`src/rtl/fft_pack.sv`:
```
`default_nettype none
// ============================================================================
// Module      : fft_pack
// Description : Collects 16 FFT bins (16-bit re/im each) into a fill bank.
//               When a well-formed frame completes, it loads all 16 packed
//               words ({re,im}) into the output registers at once.
//               Malformed frames (bin_last misplaced or missing) are
//               discarded and reported with a one-cycle frame_err pulse.
//               Optional macro FFT_PACK_BITREV_EN: when defined, beat k is
//               stored in slot bitrev4(k), so radix-2 output order becomes
//               natural order. When undefined, slot = k.
// Revision    : 1.0 - initial release
// ============================================================================
module fft_pack (
    input  logic        clk,
    input  logic        rst,
    input  logic        bin_valid,
    input  logic        bin_last,
    input  logic [15:0] bin_re,
    input  logic [15:0] bin_im,
    output logic        fft_valid,
    output logic [31:0] fft_d0,
    output logic [31:0] fft_d1,
    output logic [31:0] fft_d2,
    output logic [31:0] fft_d3,
    output logic [31:0] fft_d4,
    output logic [31:0] fft_d5,
    output logic [31:0] fft_d6,
    output logic [31:0] fft_d7,
    output logic [31:0] fft_d8,
    output logic [31:0] fft_d9,
    output logic [31:0] fft_d10,
    output logic [31:0] fft_d11,
    output logic [31:0] fft_d12,
    output logic [31:0] fft_d13,
    output logic [31:0] fft_d14,
    output logic [31:0] fft_d15,
    output logic        frame_err
);

    localparam logic [1:0] c_IDLE = 2'd0;
    localparam logic [1:0] c_FILL = 2'd1;
    localparam logic [1:0] c_EMIT = 2'd2;

    localparam logic [3:0] c_LAST_BEAT = 4'd15;

    // Map a beat number to its storage slot.
    function automatic logic [3:0] f_slot(input logic [3:0] k);
`ifdef FFT_PACK_BITREV_EN
        f_slot = {k[0], k[1], k[2], k[3]};
`else
        f_slot = k;
`endif
    endfunction

    logic [1:0]  r_state;
    logic [1:0]  w_state_nxt;
    logic [3:0]  r_cnt;
    logic        r_frame_err;
    logic [31:0] r_bank  [16];
    logic [31:0] r_fft_d [16];

    logic [31:0] w_bin;
    logic [3:0]  w_slot;
    logic        w_at_last_beat;
    logic        w_emit;
    logic        w_err;

    assign w_bin          = {bin_re, bin_im};
    assign w_slot         = f_slot(r_cnt);
    assign w_at_last_beat = (r_cnt == c_LAST_BEAT);
    // A frame completes only when the 16th beat carries bin_last; any other
    // placement (or absence) of bin_last on the 16th beat is a framing error.
    assign w_emit         = bin_valid & bin_last & w_at_last_beat;
    assign w_err          = bin_valid & (bin_last ^ w_at_last_beat);

    // Next-state selection: accepted beats drive every transition, EMIT
    // falls back to IDLE after its single cycle when no beat arrives.
    always_comb begin
        w_state_nxt = r_state;
        if (bin_valid) begin
            if (w_emit) begin
                w_state_nxt = c_EMIT;
            end else if (w_err) begin
                w_state_nxt = c_IDLE;
            end else begin
                w_state_nxt = c_FILL;
            end
        end else if (r_state == c_EMIT) begin
            w_state_nxt = c_IDLE;
        end
    end

    // State register, beat counter and error pulse.
    always_ff @(posedge clk) begin
        if (rst) begin
            r_state     <= c_IDLE;
            r_cnt       <= 4'd0;
            r_frame_err <= 1'b0;
        end else begin
            r_state     <= w_state_nxt;
            r_frame_err <= w_err;
            if (bin_valid) begin
                if (w_emit || w_err) begin
                    r_cnt <= 4'd0;
                end else begin
                    r_cnt <= r_cnt + 4'd1;
                end
            end
        end
    end

    // Fill bank: store each non-final beat in its mapped slot (no reset needed,
    // every slot is rewritten before it can reach the outputs).
    always_ff @(posedge clk) begin
        if (bin_valid && !w_at_last_beat) begin
            r_bank[w_slot] <= w_bin;
        end
    end

    // Output registers: load the whole frame at once, bypassing the final
    // beat straight from the input so no extra cycle is spent banking it.
    always_ff @(posedge clk) begin
        if (rst) begin
            for (int i = 0; i < 16; i++) begin
                r_fft_d[i] <= 32'h0;
            end
        end else if (w_emit) begin
            for (int i = 0; i < 16; i++) begin
                if (4'(i) == w_slot) begin
                    r_fft_d[i] <= w_bin;
                end else begin
                    r_fft_d[i] <= r_bank[i];
                end
            end
        end
    end

    assign fft_valid = (r_state == c_EMIT);
    assign frame_err = r_frame_err;

    assign fft_d0  = r_fft_d[0];
    assign fft_d1  = r_fft_d[1];
    assign fft_d2  = r_fft_d[2];
    assign fft_d3  = r_fft_d[3];
    assign fft_d4  = r_fft_d[4];
    assign fft_d5  = r_fft_d[5];
    assign fft_d6  = r_fft_d[6];
    assign fft_d7  = r_fft_d[7];
    assign fft_d8  = r_fft_d[8];
    assign fft_d9  = r_fft_d[9];
    assign fft_d10 = r_fft_d[10];
    assign fft_d11 = r_fft_d[11];
    assign fft_d12 = r_fft_d[12];
    assign fft_d13 = r_fft_d[13];
    assign fft_d14 = r_fft_d[14];
    assign fft_d15 = r_fft_d[15];

endmodule
`default_nettype wire

```
`config.mk`:
```
export PLATFORM = sky130hd
export DESIGN_NAME = fft_pack
export DESIGN_NICKNAME = d
export VERILOG_FILES = /design/src/rtl/fft_pack.sv
export SDC_FILE = /design/constraint.sdc
export NUM_CORES = 1
export LEC_CHECK = 0
export CAP_MARGIN = 20
export CORE_ASPECT_RATIO = 1.75
export CORE_MARGIN = 4
export CORE_UTILIZATION = 51
export DETAILED_ROUTE_END_ITERATION = 10
export PLACE_DENSITY_LB_ADDON = 0.12
export SYNTH_ARGS = -nofsm -noshare
export SYNTH_HDL_FRONTEND = slang
export SYNTH_SLANG_ARGS = --single-unit
export TNS_END_PERCENT = 50
```
`constraint.sdc`:
```
create_clock -name clk -period 55.7 [get_ports clk]
set_input_delay 16.71 -clock clk [delete_from_list [all_inputs] [get_ports clk]]
set_output_delay 16.71 -clock clk [all_outputs]
set_load 0.01 [all_outputs]
```
==> flow_summary_export.csv, run 1 <==
group,metric,value,unit
clocking,path_clk_slew,0.07,ns
sta,rsz0062_at_grt,"no",
logic_synthesis,synth-main-ff-cell,"edfxtp_1",
placed_design,dp_cells,3602,
layout,final_util,64.3,%
routing,vias_per_cell,5.56,
logic_synthesis,synthArstFlopShare,0,%
logic_synthesis,ys_ff_latch,999,
worst_setup_path,ff2ff_path_depth,4,
routing,routed_wl,103000,um
floorplan,row_count,131,
clocking,cts.sinks,999,
grt,grt.total_usage,25.9,%
logic_synthesis,synth_seq_area_share,80.1,%
clocking,cts-buffers-inserted,85,
clocking,cts_buffer_depth,3,
clocking,clk_latency,0.65,ns
power_and_ir_drop,leakagePower,16.5,nW
sta,setup_viol,0,
layout,areaGrowthSynthToFinish,25.2,%
clocking,cts-root-buf,"clkbuf_16",
grt,grt-ovfl-total,0,
clocking,cts_setup_buffers,0,
clocking,post_cts_resized,0,
power_and_ir_drop,finalPower,0.00158,W
logic_synthesis,synth-edff-count,992,
sta,holdWs,0.508,ns
sta,worst_pin_slew,1.31,ns
routing,wl_per_cell,27.3,um
grt,grt_max_degree,178,
placed_design,dp_hpwl,64200,um
worst_hold_path,min_path_type,"flip-flop to flip-flop",
routing,route.detailed.drc,0,
worst_setup_path,worstSetupPathType,"primary input to flip-flop",
floorplan,core-area,72800,um2
floorplan,dieHeight,366,um
worst_hold_path,min_path_cells,2,
grt,first_global_vias,21200,
logic_synthesis,synthesis.nets,2253,
worst_setup_path,timing.rr.start,"r_cnt[3]",
worst_setup_path,worstPathRequired,56.09,ns
worst_hold_path,hold_end,"r_state[0]",
floorplan,start_util,51.3,%
logic_synthesis,synth_cell_types,37,
sta,finalHoldViolations,0,
sta,slew_headroom,12.8,%
floorplan,dieWidth,213,um
floorplan,ios,550,
floorplan,die-area,77800,um2
worst_setup_path,crit_fanout,79,
run,maxCapViolations,0,
clocking,cts_tree,"done",
worst_setup_path,rrSetupSlack,51.76,ns
placed_design,io_buffers,549,
clocking,postCtsHoldBufs,0,
sta,fmax,50.3,MHz
sta,finalClockSkew,0.0224,ns
worst_setup_path,rr_endpoint,"r_fft_d[0][56]",
clocking,cts-htree-levels,3,
power_and_ir_drop,vdd_drop_max,0.0000305,V
sta,period_needed,19.89,ns
logic_synthesis,synth_warnings,0,
routing,vias,20900,
logic_synthesis,avgSynthCellArea,16.9,um2
routing,postRouteAntennaNets,0,
worst_setup_path,start_kind,"primary input",
power_and_ir_drop,powerDensity,33.7,nW/um2
grt,grt_pass1_wl,147000,um
layout,fin_cells,3761,
grt,antenna_found_initial,1,
sta,fin_setup_tns,0,ns
sta,final.period_utilization,35.7,%
worst_setup_path,worstSetupEndpointType,"flip-flop",
layout,drive_gt1_share,13.5,%
sta,maxSlewViolCount,0,
worst_hold_path,hold_start,"r_state[0]",
status,status,"complete, no violations",
routing,drt_pass1_iterations,7,
logic_synthesis,synthCells,2213,
layout,nets,2801,
placed_design,gp_congestion,0.822,
logic_synthesis,syn_area,37400,um2
routing,drt-initial-drc-count,2052,
worst_setup_path,arrival,20.28,ns
[worst max-delay path, cell delays in order]
cell	delay, ns
clkdlybuf4s50_1	0.63
nand3_2	0.40
or3_4	0.62
buf_4	0.56
buf_4	0.80
mux2_2	0.42
[cell usage in the layout (no fill, tap or decap), types with 3 or more instances in the layout]
master / n
nor2_4: 4
nor3_1: 3
and3b_2: 5
and2_1: 32
clkinv_1: 11
a21oi_1: 192
edfxtp_1: 992
nand2_1: 390
nor3b_2: 8
clkinv_2: 13
o21bai_4: 3
bufinv_16: 14
dfxtp_1: 7
clkbuf_16: 87
clkinv_4: 5
mux2i_1: 96
clkdlybuf4s50_1: 548
clkbuf_1: 18
inv_1: 3
nor2b_1: 33
ha_1: 4
and3_2: 3
buf_4: 58
mux2_4: 60
mux2_2: 98
and2_2: 3
nor2_1: 99
nand3b_1: 5
[metrics by stage]
step	instance area [um2]	setup WS [ns]
after CTS	46700	35.90
after global routing	46800	35.67
after global placement	43800	35.32
after detailed placement	43800	35.22
after floorplan	37400	18.48
final	46800	35.81
[registers in the layout, summed over array words and instances (netlist names)]
signal     count
r_cnt          4
frame_err      1
r_fft_d      512
r_state        2
r_bank       480
[layer usage]
metal / track usage, % / part of all wire, %
met1: 34.3 / 39
met2: 44.1 / 51
met3: 5.06 / 8.2
met4: 6.82 / 2.5
met5: 0 / 0
[kinds of logic (layout without fill, tap and decap cells)]
kind of cell / count (synthesis) / count (layout) / share of synthesized area [%]
AO/OA/AOI/OAI: 198 / 198 / 2.70
multiplexers: 256 / 256 / 8.00
AND/OR/NAND/NOR: 598 / 598 / 6.83
other: 0 / 2 / 0
adder cells (fa/ha/maj): 4 / 4 / 0.134
buffers and inverters: 155 / 770 / 2.14
XOR/XNOR: 3 / 3 / 0.0704
flip-flops: 999 / 999 / 80.1
[cell usage after synthesis, types with 2 or more instances]
library cell,instances,area (um2)
and3b_1,5,43.8
buf_12,6,120
a21oi_1,192,961
o32ai_1,2,17.5
nor2b_1,33,206
nand2_1,390,1460
mux2_1,2,22.5
or4_4,2,22.5
nor2_1,103,387
and3_1,3,18.8
or3_1,2,12.5
buf_2,46,230
nand3b_1,5,37.5
buf_6,8,90.1
edfxtp_1,992,29800
xor2_1,2,17.5
mux2i_1,96,961
nor3b_1,9,67.6
and2_1,35,219
buf_1,28,105
inv_1,3,11.3
dfxtp_1,7,140
clkbuf_1,63,236
ha_1,4,50.1
mux2_2,98,1100
nor3_1,5,25.0
mux2_4,60,901
o21bai_1,3,22.5
[report_power, final]
part           leakage, nW  total [W]  switching, W  internal, W
registers             9.55   0.000861     0.0000108     0.000850
clock network         1.40   0.000621      0.000268     0.000353
logic                 5.59  0.0000945     0.0000501    0.0000444
total                 16.5    0.00158      0.000329      0.00125
[how the worst max path moves through the flow]
| stage | start | endpoint | slack (ns) | depth (start not counted) |
|---|---|---|---|---|
| final | bin_valid | r_fft_d[1][95] | 35.81 | 6 |
| after global routing | bin_valid | r_fft_d[1][127] | 35.67 | 6 |
| after CTS | bin_valid | r_fft_d[1][95] | 35.90 | 6 |
| after detailed placement | bin_valid | r_fft_d[0][122] | 35.22 | 5 |
| after global placement | bin_valid | r_fft_d[1][102] | 35.32 | 6 |
| after floorplan | bin_valid | r_fft_d[0][0] | 18.48 | 3 |
[final cells by class]
type | count | area, um2
timing repair buffer | 613 | 6030
inverter | 3 | 11.3
clock inverter | 49 | 636
clock buffer | 105 | 2240
multi-input combinational | 1059 | 6760
sequential | 999 | 29900
fill | 5267 | 26000
tap | 931 | 1160
antenna | 2 | 5.00
Note: power is estimated with default switching activity, not from simulation.
==> run 2: changes to the inputs <==
Settings changed: CORE_UTILIZATION 51 to 49.
Clock period 55.7 ns to 18 ns, I/O delays scaled along.
==> flow_summary_export.csv, run 2 (synthesized netlist as in run 1, its figures left out) <==
group,metric,value,unit
status,status,"complete, no violations",
power_and_ir_drop,leakagePower,16.6,nW
worst_setup_path,worstPathRequired,18.41,ns
grt,grt-ovfl-total,0,
clocking,cts-buffers-inserted,86,
floorplan,row_count,133,
layout,drive_gt1_share,13.7,%
sta,period_needed,8.65,ns
sta,rsz0062_at_grt,"no",
power_and_ir_drop,p_switching,0.00102,W
floorplan,core-area,75400,um2
sta,worst_pin_slew,1.23,ns
clocking,post_cts_resized,0,
power_and_ir_drop,clkPwrFrac,39.2,%
worst_setup_path,crit_end,"r_fft_d[1][78]",
routing,route.detailed.drc,0,
worst_setup_path,ff2ff_path_depth,6,
sta,setup_viol,0,
worst_setup_path,crit_fanout,182,
worst_setup_path,worstSetupPathType,"primary input to flip-flop",
worst_setup_path,start_kind,"primary input",
grt,antenna_found_initial,3,
worst_setup_path,rr_endpoint,"r_fft_d[1][78]",
sta,fmax,116,MHz
power_and_ir_drop,intPower,0.00384,W
power_and_ir_drop,power_frac_seq,54.7,%
placed_design,post_dp_cell_area,44000,um2
power_and_ir_drop,switching_share,21.0,%
layout,nets,2807,
layout,top_regs,"r_fft_d (512), r_bank (480), r_cnt (4)",
worst_setup_path,timing.rr.start,"r_cnt[0]",
run,maxCapViolations,0,
placed_design,io_buffers,549,
clocking,cts_tree,"done",
sta,finalClockSkew,0.0139,ns
clocking,cts.sinks,999,
routing,drt_pass1_iterations,5,
grt,grt_pass1_wl,147000,um
clocking,path_clk_slew,0.06,ns
clocking,cts_setup_buffers,0,
clocking,cts-root-buf,"clkbuf_16",
floorplan,die-area,80900,um2
routing,wl_per_cell,26.7,um
worst_setup_path,rrSetupSlack,14.02,ns
sta,finalHoldViolations,0,
worst_setup_path,worstSetupEndpointType,"flip-flop",
sta,slew_headroom,18.0,%
worst_setup_path,cp-startpoint,"bin_valid",
power_and_ir_drop,powerDensity,104,nW/um2
layout,final_cell_mix,"992 x edfxtp_1, 548 x clkdlybuf4s50_1, 390 x nand2_1, 192 x a21oi_1, 99 x nor2_1",
layout,largest_reg_flops,512,
sta,final.period_utilization,48.1,%
routing,routed_wl,103000,um
clocking,postCtsHoldBufs,0,
sta,fin_setup_tns,0,ns
worst_setup_path,arrival,9.06,ns
layout,largest_register,"r_fft_d",
placed_design,gp_congestion,0.794,
worst_hold_path,min_path_type,"flip-flop to flip-flop",
layout,areaGrowthSynthToFinish,25.7,%
routing,drt-initial-drc-count,1811,
routing,vias_per_cell,5.42,
floorplan,dieWidth,217,um
grt,grt.total_usage,24.8,%
clocking,cts_buffer_depth,3,
sta,maxSlewViolCount,0,
grt,first_global_vias,21000,
layout,design_area,47000,um2
routing,vias,20900,
power_and_ir_drop,pwr-share-comb,6.1,%
floorplan,start_util,49.6,%
floorplan,ios,550,
power_and_ir_drop,vdd_drop_max,0.0000852,V
layout,layout.cells.most_common,"edfxtp_1",
clocking,cts-htree-levels,3,
clocking,clk_latency,0.67,ns
grt,grt_max_degree,189,
floorplan,dieHeight,373,um
placed_design,dp_hpwl,64300,um
routing,postRouteAntennaNets,0,
## run 2: cell types whose count changed in the layout (fill, tap and decap cells not counted), sizes merged
| cell | before | now |
|---|---|---|
| buf | 65 | 70 |
| bufinv | 14 | 11 |
| clkbuf | 105 | 107 |
| clkinv | 31 | 35 |
| clkinvlp | 2 | 4 |
## run 2: metal layers
| layer | vias to the layer above | track usage [%] | share of wire (%) |
|---|---|---|---|
| met3 | 132 | 7.94 | 10 |
| met4 | 0 | 7.94 | 2.9 |
| met2 | 960 | 40.9 | 49 |
| li1 | 9214 | - | - |
| met1 | 10600 | 31.3 | 38 |
| met5 | - | 0 | 0 |
## run 2: critical path, stage by stage
cell             delay [ns]
clkdlybuf4s50_1        0.63
nand3_2                0.41
or3_4                  0.57
buf_4                  0.71
buf_12                 0.56
mux2_2                 0.43
## run 2: worst min path at each step
stage	from	end	slack (ns)	depth (start not counted)
after detailed placement	r_state[0]	r_state[0]	0.49	2
after CTS	r_state[0]	r_state[0]	0.50	2
final	r_state[0]	r_state[0]	0.50	2
after floorplan	r_state[0]	r_state[0]	0.46	2
after global placement	r_state[0]	r_state[0]	0.47	2
after global routing	r_bank[9][7]	r_fft_d[1][39]	0.54	1
## run 2: per-stage QoR
stage | power (W) | instances | hold WS (ns) | utilization [%] | worst slack [ns]
finish | 0.00486 | 3852 | 0.500 | 62.3 | 9.35
global route | 0.00501 | 3850 | 0.537 | 62.3 | 9.17
CTS | 0.00490 | 3846 | 0.501 | 62.2 | 9.48
detailed placement | 0.00301 | 3687 | 0.486 | 58.4 | 8.74
global placement | 0.00301 | 3684 | 0.473 | 58.3 | 8.84
floorplan | 0.00282 | 2213 | 0.462 | - | 0.993
## run 2: cell type report
class	count	area [um2]
Antenna cell	2	5.00
Clock buffer	107	2320
Clock inverter	52	551
Fill cell	5539	28400
Inverter	3	11.3
Multi-Input combinational cell	1059	6760
Sequential cell	999	29900
Tap cell	1012	1270
Timing Repair Buffer	618	6120
## run 2: power groups by stage
stage	sequential [W]	clock (W)	combinational, W
after global routing	0.00266	0.00203	0.000312
after global placement	0.00271	0	0.000294
after CTS	0.00266	0.00194	0.000299
after detailed placement	0.00271	0	0.000297
final	0.00266	0.00191	0.000296
after floorplan	0.00275	0	0.0000721
==> run 3: changes to the inputs <==
Clock period 18 ns to 7.5 ns, I/O delays scaled along.
==> flow_summary_export.csv, run 3 (synthesized netlist as in run 1, its figures left out) <==
group,metric,value,unit
placed_design,post_dp_cell_area,44100,um2
grt,antenna_found_initial,2,
routing,drt-initial-drc-count,1987,
power_and_ir_drop,leakagePower,16.6,nW
clocking,cts-buffers-inserted,86,
worst_setup_path,crit_fanout,32,
worst_hold_path,min_path_type,"flip-flop to flip-flop",
routing,vias,20800,
routing,drt-met1-wl,40200,um
power_and_ir_drop,vdd_drop_max,0.000263,V
placed_design,gp_congestion,0.794,
grt,grt-ovfl-total,0,
routing,dr_wl_met2,51100,um
grt,grt_max_degree,151,
worst_setup_path,worstSetupEndpointType,"flip-flop",
placed_design,io_buffers,549,
floorplan,die-area,80900,um2
worst_setup_path,ff2ff_path_depth,3,
placed_design,dp_hpwl,63500,um
worst_setup_path,start_kind,"primary input",
routing,routed_wl,102000,um
worst_hold_path,min_path_cells,2,
routing,highest_layer,"met4",
power_and_ir_drop,powerDensity,246,nW/um2
layout,top_regs,"r_fft_d (512), r_bank (480), r_cnt (4)",
floorplan,core-area,75400,um2
clocking,postCtsHoldBufs,0,
routing,wl_met3,8510,um
sta,maxSlewViolCount,0,
grt,grt_pass1_wl,148000,um
status,status,"complete, no violations",
sta,final.period_utilization,62.9,%
sta,fmax,212,MHz
layout,nets,2806,
floorplan,dieHeight,373,um
layout,drive_gt1_share,13.3,%
clocking,cts-htree-levels,3,
worst_setup_path,worstSetupPathType,"primary input to flip-flop",
routing,postRouteAntennaNets,0,
sta,finalHoldViolations,0,
clocking,cts_tree,"done",
worst_setup_path,worstPathRequired,7.88,ns
clocking,clk_latency,0.64,ns
clocking,post_cts_resized,0,
floorplan,dieWidth,217,um
sta,rsz0062_at_grt,"no",
clocking,cts-root-buf,"clkbuf_16",
layout,largest_reg_flops,512,
clocking,cts.sinks,999,
grt,grt.total_usage,24.8,%
layout,n_antenna_cell,0,
clocking,path_clk_slew,0.07,ns
layout,layout.cells.most_common,"edfxtp_1",
routing,wl_per_cell,26.6,um
floorplan,ios,550,
routing,drt_pass1_iterations,6,
floorplan,start_util,49.6,%
sta,period_needed,4.72,ns
sta,slew_headroom,25.1,%
sta,worst_pin_slew,1.12,ns
run,maxCapViolations,0,
routing,route.detailed.drc,0,
floorplan,row_count,133,
layout,largest_register,"r_fft_d",
worst_setup_path,arrival,5.10,ns
layout,design_area,46900,um2
clocking,cts_setup_buffers,0,
layout,final_cell_mix,"992 x edfxtp_1, 548 x clkdlybuf4s50_1, 389 x nand2_1, 192 x a21oi_1, 99 x nor2_1",
sta,setup_viol,0,
clocking,cts_buffer_depth,3,
sta,fin_setup_tns,0,ns
sta,finalClockSkew,0.0181,ns
routing,vias_per_cell,5.40,
layout,areaGrowthSynthToFinish,25.6,%
power_and_ir_drop,finalPower,0.0115,W
grt,first_global_vias,21000,
run 3: cell types whose count changed in the layout (fill, tap and decap cells not counted), sizes merged:
cell,change
diode,-2
bufinv,-3
inv,+1
clkbuf,-1
clkinv,+3
buf,-1
clkinvlp,-2
run 3: path summary, 6_finish.rpt:
check / start / endpoint / slack [ns]
setup / recovery: bin_valid / r_fft_d[1][198] / 2.78
hold / removal: r_state[0] / r_state[0] / 0.50
setup reg to reg: r_cnt[3] / r_fft_d[1][198] / 4.31
hold reg to reg: r_state[0] / r_state[0] / 0.50
run 3: final cells by class:
class	instances	area, um2
Sequential cell	999	29900
Tap cell	1012	1270
Timing Repair Buffer	617	6190
Fill cell	5519	28400
Clock buffer	106	2310
Multi-Input combinational cell	1059	6770
Inverter	3	11.3
Clock inverter	51	455
run 3: power breakdown:
group | internal, W | switching [W]
Sequential | 0.00631 | 0.0000774
Clock | 0.00247 | 0.00197
Combinational | 0.000332 | 0.000375
Total | 0.00911 | 0.00242
run 3: worst max-delay path, cell delays in order:
cell and delay [ns]:
clkdlybuf4s50_1 0.78, nand3_4 0.28, or4_2 1.24, mux2_1 0.51
run 3: metrics by stage:
stage                     setup slack, ns  cells  hold slack, ns  util, %
after floorplan                     -1.62   2213           0.462        -
after global placement               2.24   3682           0.473     58.4
after detailed placement             2.14   3685           0.488     58.5
after CTS                            2.85   3842           0.500     62.1
after global routing                 2.71   3847           0.536     62.3
final                                2.78   3847           0.502     62.3
run 3: layer usage:
metal | vias to the layer above | global-route usage (%)
met3 | 124 | 5.96
met5 | - | 0
li1 | 9204 | -
met2 | 965 | 41.6
met1 | 10500 | 32.9
met4 | 0 | 6.71
==> variant: new RTL, config.mk and constraints of run 3 <==
The output `frame_err` loses its register stage (`r_frame_err` becomes a continuous assignment).
--- a/src/rtl/fft_pack.sv
+++ b/src/rtl/fft_pack.sv
@@ -97,8 +97,6 @@
             r_state     <= c_IDLE;
             r_cnt       <= 4'd0;
-            r_frame_err <= 1'b0;
         end else begin
             r_state     <= w_state_nxt;
-            r_frame_err <= w_err;
             if (bin_valid) begin
                 if (w_emit || w_err) begin
@@ -110,4 +108,6 @@
         end
     end
+
+    assign r_frame_err = w_err;
 
     // Fill bank: store each non-final beat in its mapped slot (no reset needed,
Function: changed (Yosys sat finds a counterexample within 4 cycles, from zero or initial values and one cycle with rst high).
==> variant against run 3 <==
Routed wire length up 0.31%; power up 2.0%; critical path type is now input pin to primary output; die area about the same; sequential cell count down 1; global-route usage about the same; critical path depth down 1; design area up 0.27%; clock skew up 6.2 ps; area after synthesis about the same; combinational power up 1%; hold slack better by 11 ps; worst setup slack worse by 1500 ps.
==> variant: results (changes against run 3) <==
GRT:
- The met3 capacity usage during global routing is 0.0765 (+0.0169).
- The initial antenna violation count is 1 (-1).
- The first-pass GRT wire length came to 148000 µm (-0.12%).
- The global-route usage over all layers is 0.249 (about the same).

Synthesis:
- The cell count after synthesis is 2212 (-0.045%).
- By count the netlist is led by 992 x sky130_fd_sc_hd__edfxtp_1, 390 x sky130_fd_sc_hd__nand2_1, 192 x sky130_fd_sc_hd__a21oi_1.
- The flip-flop and latch count after synthesis was 998 (-0.10%).
- The number of distinct library cell variants in the gate-level netlist after synthesis came to 36 (-2.7%).
- The net count after synthesis was 2252 (-0.044%).

Detailed routing:
- The total via count in the routed design is 20683 (-0.47%).
- The via density per instance came to 5.39 (-0.21%).
- The final wirelength was 102000 µm (+0.31%).
- The detailed-routing wirelength on met1 is 38600 µm (-3.8%).
- The length of the first detailed-routing pass in iterations is 7 (+1).
- The number of design-rule violations left by the first detailed-router iteration was 1807 (-9.1%).
- The met2 wire length was 51200 µm (+0.23%).

Timing:
- The minimum hold slack is 513 ps (+11.3 ps).
- The tightest slew margin relative to the limit is 0.246 (-0.00500).

Setup path:
- On the critical path, the stage with the largest delay is an instance of sky130_fd_sc_hd__clkdlybuf4s50_1.
- The largest stage delay on the critical path came to 870 ps (-370 ps).
- The maximum fanout along the worst path was 14 (-56%).
- On the critical path the largest part of the delay comes from buffers and inverters.
- The logic depth of the worst register-to-register path was 4 (+1).
- The endpoint of the most critical register-to-register path is r_fft_d[1][207].

Cells and area:
- The fraction of final layout cells with drive strength greater than 1 is 0.135 (+0.00153).
- The total of clock buffers placed in the layout is 104 (-1.9%).
- The filler cell count was 5471 (-0.87%).
- The area used by sequential logic in the layout is 29900 µm² (about the same).
- The net count of the finished layout is 2801 (-0.18%).
- The combined area of the multi-input logic cells is 6770 µm² (about the same).

Power:
- The worst vdd rail ir drop is 0.000215 V (-18%).
- The static leakage is 16.6 nW (+0.38%).

Place:
- The last weighted congestion value of the routability-driven placer is 0.813 (+2.4%).
- The post-detailed-placement half-perimeter wirelength is 63600 µm (+0.13%).
- The minimum setup slack after placement is 1280 ps (-860 ps).

Status:
- The run finished with clean final reports.
==> variant: through the flow <==
stage	area, µm²	utilization
final	47100	0.624
after global routing	47100	0.624
after CTS	47000	0.623
after detailed placement	44000	0.584
after global placement	44000	0.583
after floorplan	37400	-
==> variant: report_power, final <==
group          internal (W)  switching (W)  total, W
Sequential          0.00630      0.0000668   0.00637
Clock               0.00273        0.00196   0.00469
Combinational      0.000333       0.000382  0.000715
Total               0.00936        0.00241    0.0118
==> variant: cell families after synthesis <==
group	count (synthesis)	share of synthesized area
AO/OA/AOI/OAI	198	0.0270
XOR/XNOR	3	0.000704
adder cells (fa/ha/maj)	4	0.00134
buffers and inverters	155	0.0214
flip-flops	998	0.801
multiplexers	256	0.0800
AND/OR/NAND/NOR	598	0.0683
==> variant: worst max path at each step <==
stage / to / cells past startpoint
after floorplan: r_fft_d[0][0] / 3
after global placement: frame_err / 3
after detailed placement: frame_err / 3
after CTS: frame_err / 3
after global routing: frame_err / 3
final: frame_err / 3
